$ cat config.mk
export PLATFORM = sky130hd
export DESIGN_NAME = sm_perf_counters_flat
export DESIGN_NICKNAME = d
export VERILOG_FILES = /design/src/rtl/sm_perf_counters_if.sv /design/src/rtl/sm_perf_counters.sv /design/src/flat_wrapper.sv
export SDC_FILE = /design/constraint.sdc
export NUM_CORES = 1
export LEC_CHECK = 0
export ABC_AREA = 0
export BUFFER_PORTS_ARGS = -buffer_cell sky130_fd_sc_hd__buf_2
export CAP_MARGIN = 5
export CORE_AREA = 2 2 176 178
export CTS_BUF_LIST = sky130_fd_sc_hd__clkbuf_8
export DETAILED_ROUTE_END_ITERATION = 8
export DIE_AREA = 0 0 178 180
export GPL_TIMING_DRIVEN = 0
export PLACE_DENSITY = 0.78
export SLEW_MARGIN = 20
export SYNTH_ARGS = -nofsm -noshare
export SYNTH_HDL_FRONTEND = slang
export SYNTH_SLANG_ARGS = --single-unit
$ cat constraint.sdc
create_clock -name clk -period 5.65 [get_ports clk]
set_input_delay 1.13 -clock clk [delete_from_list [all_inputs] [get_ports clk]]
set_output_delay 1.13 -clock clk [all_outputs]
set_load 0.05 [all_outputs]
$ cat src/rtl/sm_perf_counters_if.sv
// Store/read bus between the CPU data path and the performance counter bank.
// The master drives the store triple and the read address; the slave returns
// registered read data.
interface sm_perf_counters_if;
    logic        wr_en_i;
    logic [31:0] wr_addr_i;
    logic [31:0] wr_data_i;
    logic [31:0] rd_addr_i;
    logic [31:0] rd_data_o;

    modport master (
        output wr_en_i,
        output wr_addr_i,
        output wr_data_i,
        output rd_addr_i,
        input  rd_data_o
    );

    modport slave (
        input  wr_en_i,
        input  wr_addr_i,
        input  wr_data_i,
        input  rd_addr_i,
        output rd_data_o
    );
endinterface

$ cat src/rtl/sm_perf_counters.sv
// Memory-mapped bank of NUM_CNT performance counters. Each channel counts
// clock cycles or one selected event line, and has a snapshot register,
// a sticky overflow flag and an interrupt mask bit. Reads are registered.
module sm_perf_counters #(
    parameter int unsigned NUM_CNT   = 4,
    parameter int unsigned CNT_WIDTH = 32,
    parameter int unsigned NUM_EVT   = 8,
    parameter logic [31:0] BASE_ADDR = 32'h1000_0000
) (
    input  logic                clk,
    input  logic                rst,
    sm_perf_counters_if.slave   bus,
    input  logic [NUM_EVT-1:0]  events_i,
    output logic                irq_o
);

    logic                 gen_q;
    logic                 frz_q;
    logic [NUM_CNT-1:0]   ovf_q;
    logic [NUM_CNT-1:0]   irq_en_q;
    logic [NUM_CNT-1:0]   en_q;
    logic [NUM_CNT-1:0]   mode_q;
    logic [3:0]           sel_q  [NUM_CNT];
    logic [CNT_WIDTH-1:0] cnt_q  [NUM_CNT];
    logic [CNT_WIDTH-1:0] snap_q [NUM_CNT];
    logic [31:0]          rd_data_q;

    logic                 wr_hit;
    logic                 rd_hit;
    logic                 wr_ctrl;
    logic                 wr_ovf;
    logic                 wr_irq_en;
    logic                 wr_snap;
    logic                 clear_all;
    logic [NUM_CNT-1:0]   ovf_clr;
    logic [NUM_CNT-1:0]   wr_cfg;
    logic [NUM_CNT-1:0]   wr_cnt;
    logic [NUM_CNT-1:0]   inc;
    logic [NUM_CNT-1:0]   ovf_set;
    logic [31:0]          rd_mux;
    logic [15:0]          evt_pad;
    logic                 unused_bits;

    // Zero-padding to 16 lines makes any SEL at or above NUM_EVT read as idle.
    assign evt_pad     = 16'(events_i);
    assign unused_bits = ^{bus.wr_addr_i[1:0], bus.rd_addr_i[1:0], bus.wr_data_i};

    assign wr_hit    = bus.wr_en_i && (bus.wr_addr_i[31:8] == BASE_ADDR[31:8]);
    assign rd_hit    = (bus.rd_addr_i[31:8] == BASE_ADDR[31:8]);
    assign wr_ctrl   = wr_hit && (bus.wr_addr_i[7:2] == 6'd0);
    assign wr_ovf    = wr_hit && (bus.wr_addr_i[7:2] == 6'd1);
    assign wr_irq_en = wr_hit && (bus.wr_addr_i[7:2] == 6'd2);
    assign wr_snap   = wr_hit && (bus.wr_addr_i[7:2] == 6'd3);
    assign clear_all = wr_ctrl && bus.wr_data_i[1];
    assign ovf_clr   = wr_ovf ? bus.wr_data_i[NUM_CNT-1:0] : '0;

    assign irq_o         = |(ovf_q & irq_en_q);
    assign bus.rd_data_o = rd_data_q;

    // Per-channel write decode, increment qualification and overflow detect.
    always_comb begin
        wr_cfg  = '0;
        wr_cnt  = '0;
        inc     = '0;
        ovf_set = '0;
        for (int unsigned i = 0; i < NUM_CNT; i++) begin
            wr_cfg[i]  = wr_hit && (bus.wr_addr_i[7:4] == 4'(i + 1)) && (bus.wr_addr_i[3:2] == 2'd0);
            wr_cnt[i]  = wr_hit && (bus.wr_addr_i[7:4] == 4'(i + 1)) && (bus.wr_addr_i[3:2] == 2'd1);
            inc[i]     = gen_q && en_q[i] && (mode_q[i] || evt_pad[sel_q[i]]) && !(frz_q && ovf_q[i]);
            // A CNT write wins over the increment, so it also suppresses the wrap.
            ovf_set[i] = inc[i] && !wr_cnt[i] && (&cnt_q[i]);
        end
    end

    // Read multiplexer; misses and unmapped offsets return zero.
    always_comb begin
        rd_mux = '0;
        if (rd_hit) begin
            case (bus.rd_addr_i[7:2])
                6'd0:    rd_mux = {29'd0, frz_q, 1'b0, gen_q};
                6'd1:    rd_mux = 32'(ovf_q);
                6'd2:    rd_mux = 32'(irq_en_q);
                6'd3:    rd_mux = '0;
                default: begin
                    for (int unsigned i = 0; i < NUM_CNT; i++) begin
                        if (bus.rd_addr_i[7:4] == 4'(i + 1)) begin
                            case (bus.rd_addr_i[3:2])
                                2'd0:    rd_mux = {22'd0, mode_q[i], en_q[i], 4'd0, sel_q[i]};
                                2'd1:    rd_mux = 32'(cnt_q[i]);
                                2'd2:    rd_mux = 32'(snap_q[i]);
                                default: rd_mux = '0;
                            endcase
                        end
                    end
                end
            endcase
        end
    end

    // Register state: reset, then clear-all > CNT write > increment per channel.
    always_ff @(posedge clk) begin
        if (rst) begin
            gen_q     <= 1'b0;
            frz_q     <= 1'b0;
            ovf_q     <= '0;
            irq_en_q  <= '0;
            en_q      <= '0;
            mode_q    <= '0;
            rd_data_q <= '0;
            for (int unsigned i = 0; i < NUM_CNT; i++) begin
                sel_q[i]  <= '0;
                cnt_q[i]  <= '0;
                snap_q[i] <= '0;
            end
        end else begin
            rd_data_q <= rd_mux;
            if (wr_ctrl) begin
                gen_q <= bus.wr_data_i[0];
                frz_q <= bus.wr_data_i[2];
            end
            if (wr_irq_en) begin
                irq_en_q <= bus.wr_data_i[NUM_CNT-1:0];
            end
            if (clear_all) begin
                ovf_q <= '0;
            end else begin
                ovf_q <= (ovf_q & ~ovf_clr) | ovf_set;
            end
            for (int unsigned i = 0; i < NUM_CNT; i++) begin
                if (wr_cfg[i]) begin
                    sel_q[i]  <= bus.wr_data_i[3:0];
                    en_q[i]   <= bus.wr_data_i[8];
                    mode_q[i] <= bus.wr_data_i[9];
                end
                if (clear_all) begin
                    cnt_q[i]  <= '0;
                    snap_q[i] <= '0;
                end else begin
                    if (wr_snap) begin
                        snap_q[i] <= cnt_q[i];
                    end
                    if (wr_cnt[i]) begin
                        cnt_q[i] <= bus.wr_data_i[CNT_WIDTH-1:0];
                    end else if (inc[i]) begin
                        cnt_q[i] <= cnt_q[i] + 1'b1;
                    end
                end
            end
        end
    end

endmodule
$ cat src/flat_wrapper.sv
// flat-port wrapper written by rule: the top's interface ports become plain ports
module sm_perf_counters_flat 
#(
    parameter int unsigned NUM_CNT   = 4,
    parameter int unsigned CNT_WIDTH = 32,
    parameter int unsigned NUM_EVT   = 8,
    parameter logic [31:0] BASE_ADDR = 32'h1000_0000
)
  (clk, rst, events_i, irq_o, bus_wr_en_i, bus_wr_addr_i, bus_wr_data_i, bus_rd_addr_i, bus_rd_data_o);
  sm_perf_counters_if bus_i ();
  input  logic clk;
  input  logic rst;
  input  logic [NUM_EVT-1:0] events_i;
  output logic irq_o;
  input wire logic [$bits(bus_i.wr_en_i)-1:0] bus_wr_en_i;
  input wire logic [$bits(bus_i.wr_addr_i)-1:0] bus_wr_addr_i;
  input wire logic [$bits(bus_i.wr_data_i)-1:0] bus_wr_data_i;
  input wire logic [$bits(bus_i.rd_addr_i)-1:0] bus_rd_addr_i;
  output wire logic [$bits(bus_i.rd_data_o)-1:0] bus_rd_data_o;
  assign bus_i.wr_en_i = bus_wr_en_i;
  assign bus_i.wr_addr_i = bus_wr_addr_i;
  assign bus_i.wr_data_i = bus_wr_data_i;
  assign bus_i.rd_addr_i = bus_rd_addr_i;
  assign bus_rd_data_o = bus_i.rd_data_o;
  sm_perf_counters #(.NUM_CNT(NUM_CNT), .CNT_WIDTH(CNT_WIDTH), .NUM_EVT(NUM_EVT), .BASE_ADDR(BASE_ADDR)) u_core (.clk(clk), .rst(rst), .bus(bus_i), .events_i(events_i), .irq_o(irq_o));
endmodule
==> results summary <==
The run finished with clean final reports. After Yosys synthesis, XOR and XNOR cells account for 5.96% of the synthesized area. The synthesized netlist devotes 19.8% of its cell area to simple gates. The global-route wire length before repair is 82600 um. The detailed placement HPWL is 41400 um. In the layout the commonest cells are sky130_fd_sc_hd__edfxtp_1, sky130_fd_sc_hd__nand2_1, sky130_fd_sc_hd__buf_2. The beginning of the worst register-to-register path is u_core.sel_q[2][0]$_SDFFCE_PN0P_. The sequential share of the synthesized area is 52.0%. For this block, wires on met1 add up to 21100 um. The most critical setup path has its startpoint at bus_wr_addr_i[12]. The number of global-route vias before repair is 14100. The clock network accounts for 41.1% of the total power. The width of the chip came out at 178 um. At the later pin of the worst-skew pair, clock insertion delay measures 0.62 ns. The power spent charging and discharging nets came out at 1.34 mW. During synthesis, Yosys emitted a total of 0 warnings.

The number of hold-slack violations in the final timing report is 0. The count of buffering cells on the critical path with inverters included is 1. The number of buffers added on ports came out at 132. The required time of the worst setup path is 5.85 ns. Following the worst setup path forward leads to its endpoint at u_core.cnt_q[0][5]$_SDFFCE_PN0P_. Broken down by cell family, the worst path's largest delay share belongs to simple AND/OR/NAND/NOR gates. Among all flip-flop cells after synthesis, the most frequent one is sky130_fd_sc_hd__edfxtp_1.

The power per cell area is 266 nW/um2. The cell repeated most along the worst path is sky130_fd_sc_hd__nor4_2. The cell count of the worst reg-to-reg path came out at 5. The final critical path takes up 62.5% of the cycle. The count of vias placed by the detailed router is 15000. Walking the worst path, the cells encountered are buf_2, nor4_2, nand4_1, nor4_2, or3_2.

Per report_power, the combinational group accounts for 7.5% of the total. The actual slew at the worst max-slew pin came out at 1.19 ns. The number of max-cap violations is 0. The post-CTS clock slew at the launch and capture registers of the worst setup and hold paths is 0.06 ns. The internal power of the cells totals 3.98 mW.

Counting distinct cell types in the post-synthesis netlist gives 64. The total core area is 30200 um2. Counting along the longest clock path gives a buffer depth of 3. The post-detailed-routing wire length came out at 55200 um. The largest single stage delay on the critical path is 1.08 ns. The number of synthesized register bits is 322. The wire length on met3 came out at 7130 um.

The mean instance size in the synthesized netlist is 10.6 um2. The number of antenna violations at the first check in global routing is 0. The critical path in this run is classified as in -> reg. In this run the worst path has a maximum fanout of 32. The post-CTS setup buffer count came out at 0. Using the TritonRoute via totals, the vias-per-cell ratio works out to 6.55. The startpoint identified for the worst hold timing path is u_core.ovf_q[3]$_SDFF_PP0_.

TritonCTS built the clock tree. The clock net in this run drives a total of 322 sinks. The total of endpoints with negative setup slack in the final report came out at 0. After clock tree synthesis, the repair step resized 0 gates. The routed wire length per instance came out at 24.1 um. The number of instances in the synthesized netlist is 1658. Overall power consumption after layout is estimated at 5.31 mW.

The fraction of power consumed by sequential logic came out at 51.3%. The die boundary height came out at 180 um. The final sum of negative setup slack is 0 ns. The floorplan die area is 32000 um2.

On the critical path, the stage with the largest delay is an instance of sky130_fd_sc_hd__nor4_2. In this run the top signal layer used is met4. The number of nets handed over by synthesis was 1769.

The internal reg-to-reg setup slack is 2.50 ns. The maximum ir drop on the vdd rail came out at 0.206 mV. The worst setup skew after layout is 0.0477 ns. The residual antenna-violating net count after detailed routing is 0.

In this run the critical register-to-register path is captured at u_core.cnt_q[2][27]$_SDFFCE_PN0P_. In the routed design, unresolved DRC markers number 0. Setup repair after global routing left no endpoint under its margin. The number of DRC violations after detailed-routing iteration 0 came out at 2267.

For this run, the post-layout net count is 1959. The weighted congestion reported at the end of routability-driven placement came out at 1.04. The worst setup path is captured at a flip-flop. The number of max-slew violations in the final report is 0. The total global routing overflow is 0.

In this run, synthesis inferred 272 flip-flops with an integrated enable. The top-level I/O count came out at 140. The fraction of registers with async set or reset after synthesis came out at 0%. The layout cell share with drive strength beyond 1 is 17.7%. The most common library cell in the layout ignoring fill and taps is sky130_fd_sc_hd__edfxtp_1.

The data arrival time at the worst-slack endpoint is 3.74 ns. The synthesized-area fraction occupied by ao, oa, aoi and oai cells is 14.7%. The deepest level of the CTS H-tree is 2. From synthesis to final layout, the design area changed by 13.4%.

The met2 wire length is 24900 um. The global-route total usage across every layer came out at 34.5%. By area, the combinational part of the netlist is dominated by simple AND/OR/NAND/NOR gates.

The fraction of the mapped netlist area in adder cells came out at 0.284%. The path class of the lowest-slack min-delay path is reg -> reg. The leakage power of the design came out at 6.93 nW. Once the floorplan was initialized, standard cells occupied 58.4% of the core. The cell sitting at the root of the clock tree is a sky130_fd_sc_hd__clkbuf_8.

The total clock buffers created by CTS is 54. The floorplan has 64 rows. The headroom to the max-slew limit is 19.9%.

The area of the mapped netlist is 17600 um2. Entering global routing, the biggest net connects 40 pins. The highest clock rate is 283 MHz. The final antenna diode count is 0. The count of filler cells inserted in the layout came out at 2379. The multiplexer share of the synthesized area is 3.50%. The number of hold buffers added after cts is 0. The first-pass detailed-route iteration total is 6.

The minimum clock period came out at 3.53 ns. The total number of cells along the worst setup path is 5. Net switching is 25.2% of the power. The worst setup path is launched from an input pin.
==> synthesized netlist by cell type (37+ instances only) <==
cell type,instances,area [um2]
sky130_fd_sc_hd__a22oi_1,61,458
sky130_fd_sc_hd__clkbuf_1,75,282
sky130_fd_sc_hd__and2_1,115,719
sky130_fd_sc_hd__o21ai_0,61,305
sky130_fd_sc_hd__dfxtp_1,50,1000
sky130_fd_sc_hd__nor3_1,44,220
sky130_fd_sc_hd__o21ai_1,44,220
sky130_fd_sc_hd__xor2_1,43,377
sky130_fd_sc_hd__mux2i_1,37,370
sky130_fd_sc_hd__nor2_1,102,383
sky130_fd_sc_hd__nand3_1,45,225
sky130_fd_sc_hd__xnor2_1,77,674
sky130_fd_sc_hd__nand2_1,187,702
sky130_fd_sc_hd__edfxtp_1,272,8170
==> final cells by class <==
type,instances,area (um2),area share (%)
clock inverter,35,231,1.16
clock buffer,66,908,4.54
timing repair buffer,134,701,3.50
buffer,118,538,2.69
sequential,322,9170,45.9
multi-input combinational,1186,7830,39.2
inverter,32,120,0.601
tap,396,495,2.48
==> state kept, by name (all words and copies together), names as in the netlist <==
| register | cells |
|---|---|
| u_core.mode_q | 4 |
| u_core.cnt_q | 128 |
| u_core.ovf_q | 4 |
| u_core.sel_q | 16 |
| u_core.irq_en_q | 4 |
| u_core.snap_q | 128 |
| u_core.en_q | 4 |
| u_core.bus.rd_data_o | 32 |
| u_core.gen_q | 1 |
| u_core.frz_q | 1 |
==> tightest hold or removal path: stages (launching register included) <==
cell and delay, ns:
sky130_fd_sc_hd__dfxtp_1 0.34, sky130_fd_sc_hd__inv_1 0.06, sky130_fd_sc_hd__o32ai_1 0.07
==> metrics by stage <==
stage	instance area [um2]	std cells	setup WS, ns	hold slack (ns)	utilization [%]
floorplan	17600	1658	0.639	0.469	-
global placement	18800	2186	-0.579	0.505	62.2
detailed placement	18800	2188	1.59	0.513	62.4
CTS	20000	2289	2.19	0.521	66.2
global route	20000	2289	2.10	0.564	66.2
finish	20000	2289	2.12	0.526	66.2
==> power by group through the flow <==
stage / Clock [mW] / Combinational, mW / Sequential (mW)
2_1_floorplan: 0 / 0.221 / 2.75
5_1_grt: 2.29 / 0.420 / 2.74
3_3_place_gp: 0 / 0.370 / 2.77
4_1_cts: 2.19 / 0.385 / 2.72
6_report: 2.19 / 0.400 / 2.73
3_5_place_dp: 0 / 0.382 / 2.77
==> metal layers <==
| metal | global-route usage [%] | vias up |
|---|---|---|
| met5 | 0 | - |
| met4 | 13.0 | 0 |
| met3 | 7.55 | 164 |
| met2 | 51.8 | 1038 |
| met1 | 49.1 | 7167 |
| li1 | - | 6619 |
==> worst min-delay path by stage <==
stage / endpoint / slack [ns] / cells after the start
after floorplan: u_core.ovf_q[1]$_SDFF_PP0_ / 0.47 / 2
after global placement: u_core.ovf_q[3]$_SDFF_PP0_ / 0.51 / 2
after detailed placement: u_core.ovf_q[3]$_SDFF_PP0_ / 0.51 / 2
after CTS: u_core.ovf_q[3]$_SDFF_PP0_ / 0.52 / 2
after global routing: u_core.ovf_q[2]$_SDFF_PP0_ / 0.56 / 2
final: u_core.ovf_q[3]$_SDFF_PP0_ / 0.53 / 2
==> cell families after synthesis <==
logic type / after synthesis
compound gates: 355
xor+xnor: 120
fa+ha+maj: 4
buf+inv: 150
flops: 322
mux: 55
simple gates: 652
Note: power is estimated with default switching activity, not from simulation.
